==> src/rtl/exu_wb_arb.sv <==
// Writeback arbiter: one holding buffer per unit (alu/lsu/mul/div) feeding a registered RF write port.
// Result reaches exu_wb_* one cycle after buffering; a unit is ready when its buffer is empty or granted.
`timescale 1ns/1ps
module exu_wb_arb #(
    parameter int XLEN         = 32,
    parameter int STARVE_LIMIT = 4
) (
    input  logic            clk,
    input  logic            rst,
    input  logic            alu_valid,
    output logic            alu_ready,
    input  logic [4:0]      alu_rd_addr,
    input  logic [XLEN-1:0] alu_data,
    input  logic            mul_valid,
    output logic            mul_ready,
    input  logic [4:0]      mul_rd_addr,
    input  logic [XLEN-1:0] mul_data,
    input  logic            div_valid,
    output logic            div_ready,
    input  logic [4:0]      div_rd_addr,
    input  logic [XLEN-1:0] div_data,
    input  logic            lsu_valid,
    output logic            lsu_ready,
    input  logic [4:0]      lsu_rd_addr,
    input  logic [XLEN-1:0] lsu_data,
    output logic [4:0]      exu_wb_rd_addr,
    output logic [XLEN-1:0] exu_wb_data,
    output logic            exu_wb_rd_wr_en,
    output logic            exu_alu_busy,
    output logic            exu_mul_busy,
    output logic            exu_div_busy,
    output logic            exu_lsu_busy
);
    localparam int         N     = 4;
    localparam logic [2:0] LIMIT = 3'(STARVE_LIMIT);

    // Index doubles as fixed priority: 0 alu, 1 lsu, 2 mul, 3 div
    logic [N-1:0]    w_in_vld;
    logic [4:0]      w_in_rd   [N];
    logic [XLEN-1:0] w_in_data [N];

    assign w_in_vld     = {div_valid, mul_valid, lsu_valid, alu_valid};
    assign w_in_rd[0]   = alu_rd_addr;
    assign w_in_rd[1]   = lsu_rd_addr;
    assign w_in_rd[2]   = mul_rd_addr;
    assign w_in_rd[3]   = div_rd_addr;
    assign w_in_data[0] = alu_data;
    assign w_in_data[1] = lsu_data;
    assign w_in_data[2] = mul_data;
    assign w_in_data[3] = div_data;

    logic [N-1:0]    r_buf_v;
    logic [4:0]      r_buf_rd   [N];
    logic [XLEN-1:0] r_buf_data [N];
    logic [2:0]      r_wait     [N];
    logic [4:0]      r_wb_rd;
    logic [XLEN-1:0] r_wb_data;
    logic            r_wb_en;

    logic [N-1:0] w_urgent;
    logic [N-1:0] w_cand;
    logic [N-1:0] w_grant;
    logic [N-1:0] w_ready;
    logic [N-1:0] w_load;
    logic [1:0]   w_sel;

    always_comb begin
        w_urgent = '0;
        w_load   = '0;
        for (int i = 0; i < N; i++) begin
            w_urgent[i] = r_buf_v[i] && (r_wait[i] >= LIMIT);
            w_load[i]   = w_in_vld[i] && w_ready[i] && (w_in_rd[i] != 5'd0);
        end
    end

    // Urgent class masks the normal class; lowest set bit wins within the class
    assign w_cand  = (|w_urgent) ? w_urgent : r_buf_v;
    assign w_grant = w_cand & (~w_cand + 4'd1);
    assign w_ready = {N{~rst}} & (~r_buf_v | w_grant);

    always_comb begin
        w_sel = '0;
        for (int i = 0; i < N; i++) begin
            if (w_grant[i]) w_sel = 2'(i);
        end
    end

    always_ff @(posedge clk or posedge rst) begin
        if (rst) begin
            r_buf_v <= '0;
            for (int i = 0; i < N; i++) begin
                r_buf_rd[i]   <= '0;
                r_buf_data[i] <= '0;
                r_wait[i]     <= '0;
            end
        end else begin
            for (int i = 0; i < N; i++) begin
                if (w_load[i]) begin
                    r_buf_v[i]    <= 1'b1;
                    r_buf_rd[i]   <= w_in_rd[i];
                    r_buf_data[i] <= w_in_data[i];
                    r_wait[i]     <= '0;
                end else if (w_grant[i] || !r_buf_v[i]) begin
                    r_buf_v[i] <= 1'b0;
                    r_wait[i]  <= '0;
                end else if (r_wait[i] != 3'd7) begin
                    r_wait[i] <= r_wait[i] + 3'd1;
                end
            end
        end
    end

    // Address/data hold their last value when nothing is granted
    always_ff @(posedge clk or posedge rst) begin
        if (rst) begin
            r_wb_en   <= 1'b0;
            r_wb_rd   <= '0;
            r_wb_data <= '0;
        end else begin
            r_wb_en <= |r_buf_v;
            if (|r_buf_v) begin
                r_wb_rd   <= r_buf_rd[w_sel];
                r_wb_data <= r_buf_data[w_sel];
            end
        end
    end

    assign alu_ready       = w_ready[0];
    assign lsu_ready       = w_ready[1];
    assign mul_ready       = w_ready[2];
    assign div_ready       = w_ready[3];
    assign exu_alu_busy    = r_buf_v[0];
    assign exu_lsu_busy    = r_buf_v[1];
    assign exu_mul_busy    = r_buf_v[2];
    assign exu_div_busy    = r_buf_v[3];
    assign exu_wb_rd_addr  = r_wb_rd;
    assign exu_wb_data     = r_wb_data;
    assign exu_wb_rd_wr_en = r_wb_en;
endmodule

==> config.mk <==
export PLATFORM = sky130hd
export DESIGN_NAME = exu_wb_arb
export DESIGN_NICKNAME = d
export VERILOG_FILES = /design/src/rtl/exu_wb_arb.sv
export SDC_FILE = /design/constraint.sdc
export NUM_CORES = 1
export LEC_CHECK = 0
export ABC_CLOCK_PERIOD_IN_PS = 22100
export CAP_MARGIN = 25
export CORE_UTILIZATION = 55
export CTS_BUF_LIST = sky130_fd_sc_hd__clkbuf_16
export DETAILED_ROUTE_END_ITERATION = 8
export PLACE_DENSITY = 0.93
export SLEW_MARGIN = 10
export SYNTH_ARGS = -nofsm -noshare
export SYNTH_HDL_FRONTEND = slang
export SYNTH_SLANG_ARGS = --single-unit
==> constraint.sdc <==
create_clock -name clk -period 22.1 [get_ports clk]
set_input_delay 4.42 -clock clk [delete_from_list [all_inputs] [get_ports clk]]
set_output_delay 4.42 -clock clk [all_outputs]
set_load 0.02 [all_outputs]
==> impl_metrics.py <==
metrics = {
    "run_status": {
        "status": "finished, final reports clean",
    },
    "synth": {
        "synth_seq_cells": 202,
        "ys.flop_type": "dfrtp_1",
        "yosysSeqAreaShare": 0.5566,
        "async_flop_share": 1.000,
        "syn_inst": 635,
        "syn_nets": 797,
        "synth_edf_count": 0,
        "syn_avg_cell_area_sq_um": 14.30,
        "synth_cell_types": 52,
        "synth_top_area_share": 0.5566,
        "synthTopCellsByArea": "dfrtp_1 (56%), mux2_4 (9.6%), mux2_2 (9.5%)",
        "synth_top_cell_by_area": "dfrtp_1",
        "syn_area_sq_um": 9081,
        "synth_warnings": 0,
    },
    "clock_network": {
        "clock_path_buffers": 3,
        "cts_resized": 0,
        "clkLatencyLatePin_ns": 0.49,
        "clock_sinks": 202,
        "hold_buffers": 0,
        "clk_pin_slew_worst_paths_ns": 0.05,
        "cts_tree": "done",
        "htree_levels": 1,
        "cts-buffers-inserted": 22,
        "root_buffer": "clkbuf_16",
        "post_cts_buffers": 0,
    },
    "floorplan": {
        "io_pins": 200,
        "die_w_microns": 130.5,
        "die_area_sq_um": 17030,
        "num_rows": 46,
        "coreArea_sq_um": 16000,
        "die_h_microns": 130.5,
        "initial_utilization": 0.5676,
    },
    "global_route": {
        "antenna_found_initial": 0,
        "grt_util_met3": 0.05700,
        "grt_overflow": 0,
        "grtUsageMet2": 0.4833,
        "use_met1": 0.3904,
        "grt_max_degree": 131,
        "grt_pass1_wl_microns": 37690,
        "grt_busiest_layer": "met2",
        "grt_pass1_vias": 6822,
        "track_usage": 0.2911,
    },
    "setup_path": {
        "critPathMaxFanout": 130,
        "crit_type": "in2out",
        "slowest_stage": "inv_8",
        "max_stage_delay_ns": 0.65,
        "path_cells": "clkdlybuf4s50_1 > inv_8 > and2_2 > clkdlybuf4s50_1",
        "crit_arrival_ns": 6.57,
        "path_common_cell": "clkdlybuf4s50_1",
        "worstPathRequired_ns": 17.68,
        "cp-end-kind": "output pin",
        "critPathLaunchType": "input pin",
    },
    "detailed_routing": {
        "dr.pass1.iters": 6,
        "routed_wl_microns": 24180,
        "wl_per_cell_microns": 22.96,
        "drc": 0,
        "antenna_left": 0,
        "via_per_inst": 6.236,
        "vias": 6566,
        "drtIter0Drc": 672,
    },
    "sta": {
        "fin_crit_sh": 0.4973,
        "period_minus_slack_ns": 10.99,
        "setup_tns_ns": 0,
        "slew_viol_final": 0,
        "hold_viol_final": 0,
        "grt_setup_unrepaired": "false",
        "setup-violations-final": 0,
        "finClkSkew_ns": 0.009342,
        "fmax_mhz": 90.98,
        "relSlewSlack": 0.2833,
        "worst_pin_slew_ns": 1.072,
    },
    "min_path": {
        "hold_path_class": "reg2reg",
    },
    "layout": {
        "nets": 985,
        "fin_util": 0.7421,
        "area_delta_synth_final_pct": 30.75,
        "drive_above_1_share": 0.2309,
    },
    "power": {
        "leakage_uw": 0.004953,
        "power_density_nw_per_um2": 141.7,
        "p_clk_frac": 0.193,
        "p_int_uw": 1080,
        "p_switching_uw": 602.3,
        "vdd_drop_max_mv": 0.07064,
        "total_power_uw": 1682,
        "swShare": 0.3581,
        "p_seq_frac": 0.387,
        "combPwrFrac": 0.420,
    },
    "job": {
        "drv_cap": 0,
    },
    "placed_design": {
        "port_buffers": 199,
        "post-dp-hpwl_microns": 15230,
        "gp_congestion": 0.7864,
    },
}
[power by group through the flow]
stage          Combinational (uW)  Sequential (uW)  Clock [uW]
4_1_cts                       707              647         329
5_1_grt                       755              666         347
6_report                      706              651         324
2_1_floorplan                 451              652           0
3_3_place_gp                  660              640           0
3_5_place_dp                  698              647           0
[cell usage in the layout (no fill, tap or decap), drive strengths merged, types with 2 or more instances in the layout]
cell,netlist,layout
a221oi,2,2
mux2i,7,7
a21oi,37,37
o31ai,2,2
or4,4,4
a22oi,2,2
o21a,3,3
nand3,3,3
clkdlybuf4s50,0,199
a22o,3,3
o21ai,44,44
and2,3,3
nor2,15,15
o211a,2,2
clkinv,0,10
inv,8,12
buf,25,12
clkbuf,22,23
xor2,4,4
mux2,145,145
a32o,36,36
ha,8,8
nor2b,5,5
nand2,5,5
a222oi,37,37
dfrtp,202,202
[routing by layer]
metal | up-vias | routed length, microns
met1 | 3353 | 9753
met5 | - | 0
li1 | 2830 | -
met3 | 52 | 1988
met2 | 331 | 11780
met4 | 0 | 656
[cell usage after synthesis (2+ instances only)]
master,count
a222oi_1,37
xor2_1,4
buf_4,3
buf_2,8
nor2_1,15
mux2_4,58
o21ai_2,2
and2_1,2
buf_6,4
o31ai_4,2
dfrtp_1,202
a21oi_1,36
mux2i_1,7
nand3_1,3
or4_1,4
o211a_1,2
buf_12,6
buf_1,3
a32o_1,36
o21ai_1,31
nor2b_1,4
o21ai_0,11
mux2_1,10
a22o_1,2
nand2_1,5
mux2_2,77
clkbuf_1,22
ha_1,8
inv_1,8
[flip-flops by register name, summed over array words and instances (netlist names)]
signal / cells
exu_wb_data: 32
exu_wb_rd_addr: 5
exu_wb_rd_wr_en: 1
r_buf_data: 128
r_buf_rd: 20
r_buf_v: 4
r_wait: 12
[stage by stage]
stage                     cells  hold slack, ns  setup slack, ns  instance area (sq um)
after floorplan             635          0.4570            8.264                   9081
after global placement     1011          0.4726            11.11                  11130
after detailed placement   1014          0.4800            11.07                  11210
after CTS                  1051          0.4921            11.05                  11840
after global routing       1052          0.5052            10.95                  11870
final                      1053          0.4880            11.11                  11870
[worst paths after layout]
path	slack, ns	start	endpoint	cells after the start
max	11.11	rst	div_ready	4
min reg2reg	0.49	r_buf_data[56]	r_buf_data[56]	1
max reg2reg	18.87	r_buf_v[1]	r_buf_data[26]	6
min in group asynchronous	4.62	rst	r_buf_rd[8]	2
min	0.49	r_buf_data[56]	r_buf_data[56]	1
max in group asynchronous	16.32	rst	r_buf_data[94]	4
[cell type report]
class                      count  area (sq um)
tap                          216         270.3
clock inverter                14         55.05
multi-input combinational    378          3716
inverter                       8         37.54
antenna                        1         2.502
clock buffer                  23         575.6
timing repair buffer         211          2162
sequential                   202          5055
fill                        1049          4126
[kinds of logic (layout without fill, tap and decap cells)]
family / after synthesis / after routing / share of synthesized area
compound gates: 173 / 173 / 0.1532
buf+inv: 55 / 256 / 0.04037
simple gates: 41 / 41 / 0.02342
fa+ha+maj: 8 / 8 / 0.01102
other cells: 0 / 1 / 0
flops: 202 / 202 / 0.5566
xor+xnor: 4 / 4 / 0.003857
mux: 152 / 152 / 0.2115
[critical path: cells and delay by family]
| kind | cells | cell delay [ns] |
|---|---|---|
| buffers and inverters | 3 | 1.82 |
| AND/OR/NAND/NOR | 1 | 0.27 |
Note: power is estimated with default switching activity, not from simulation.
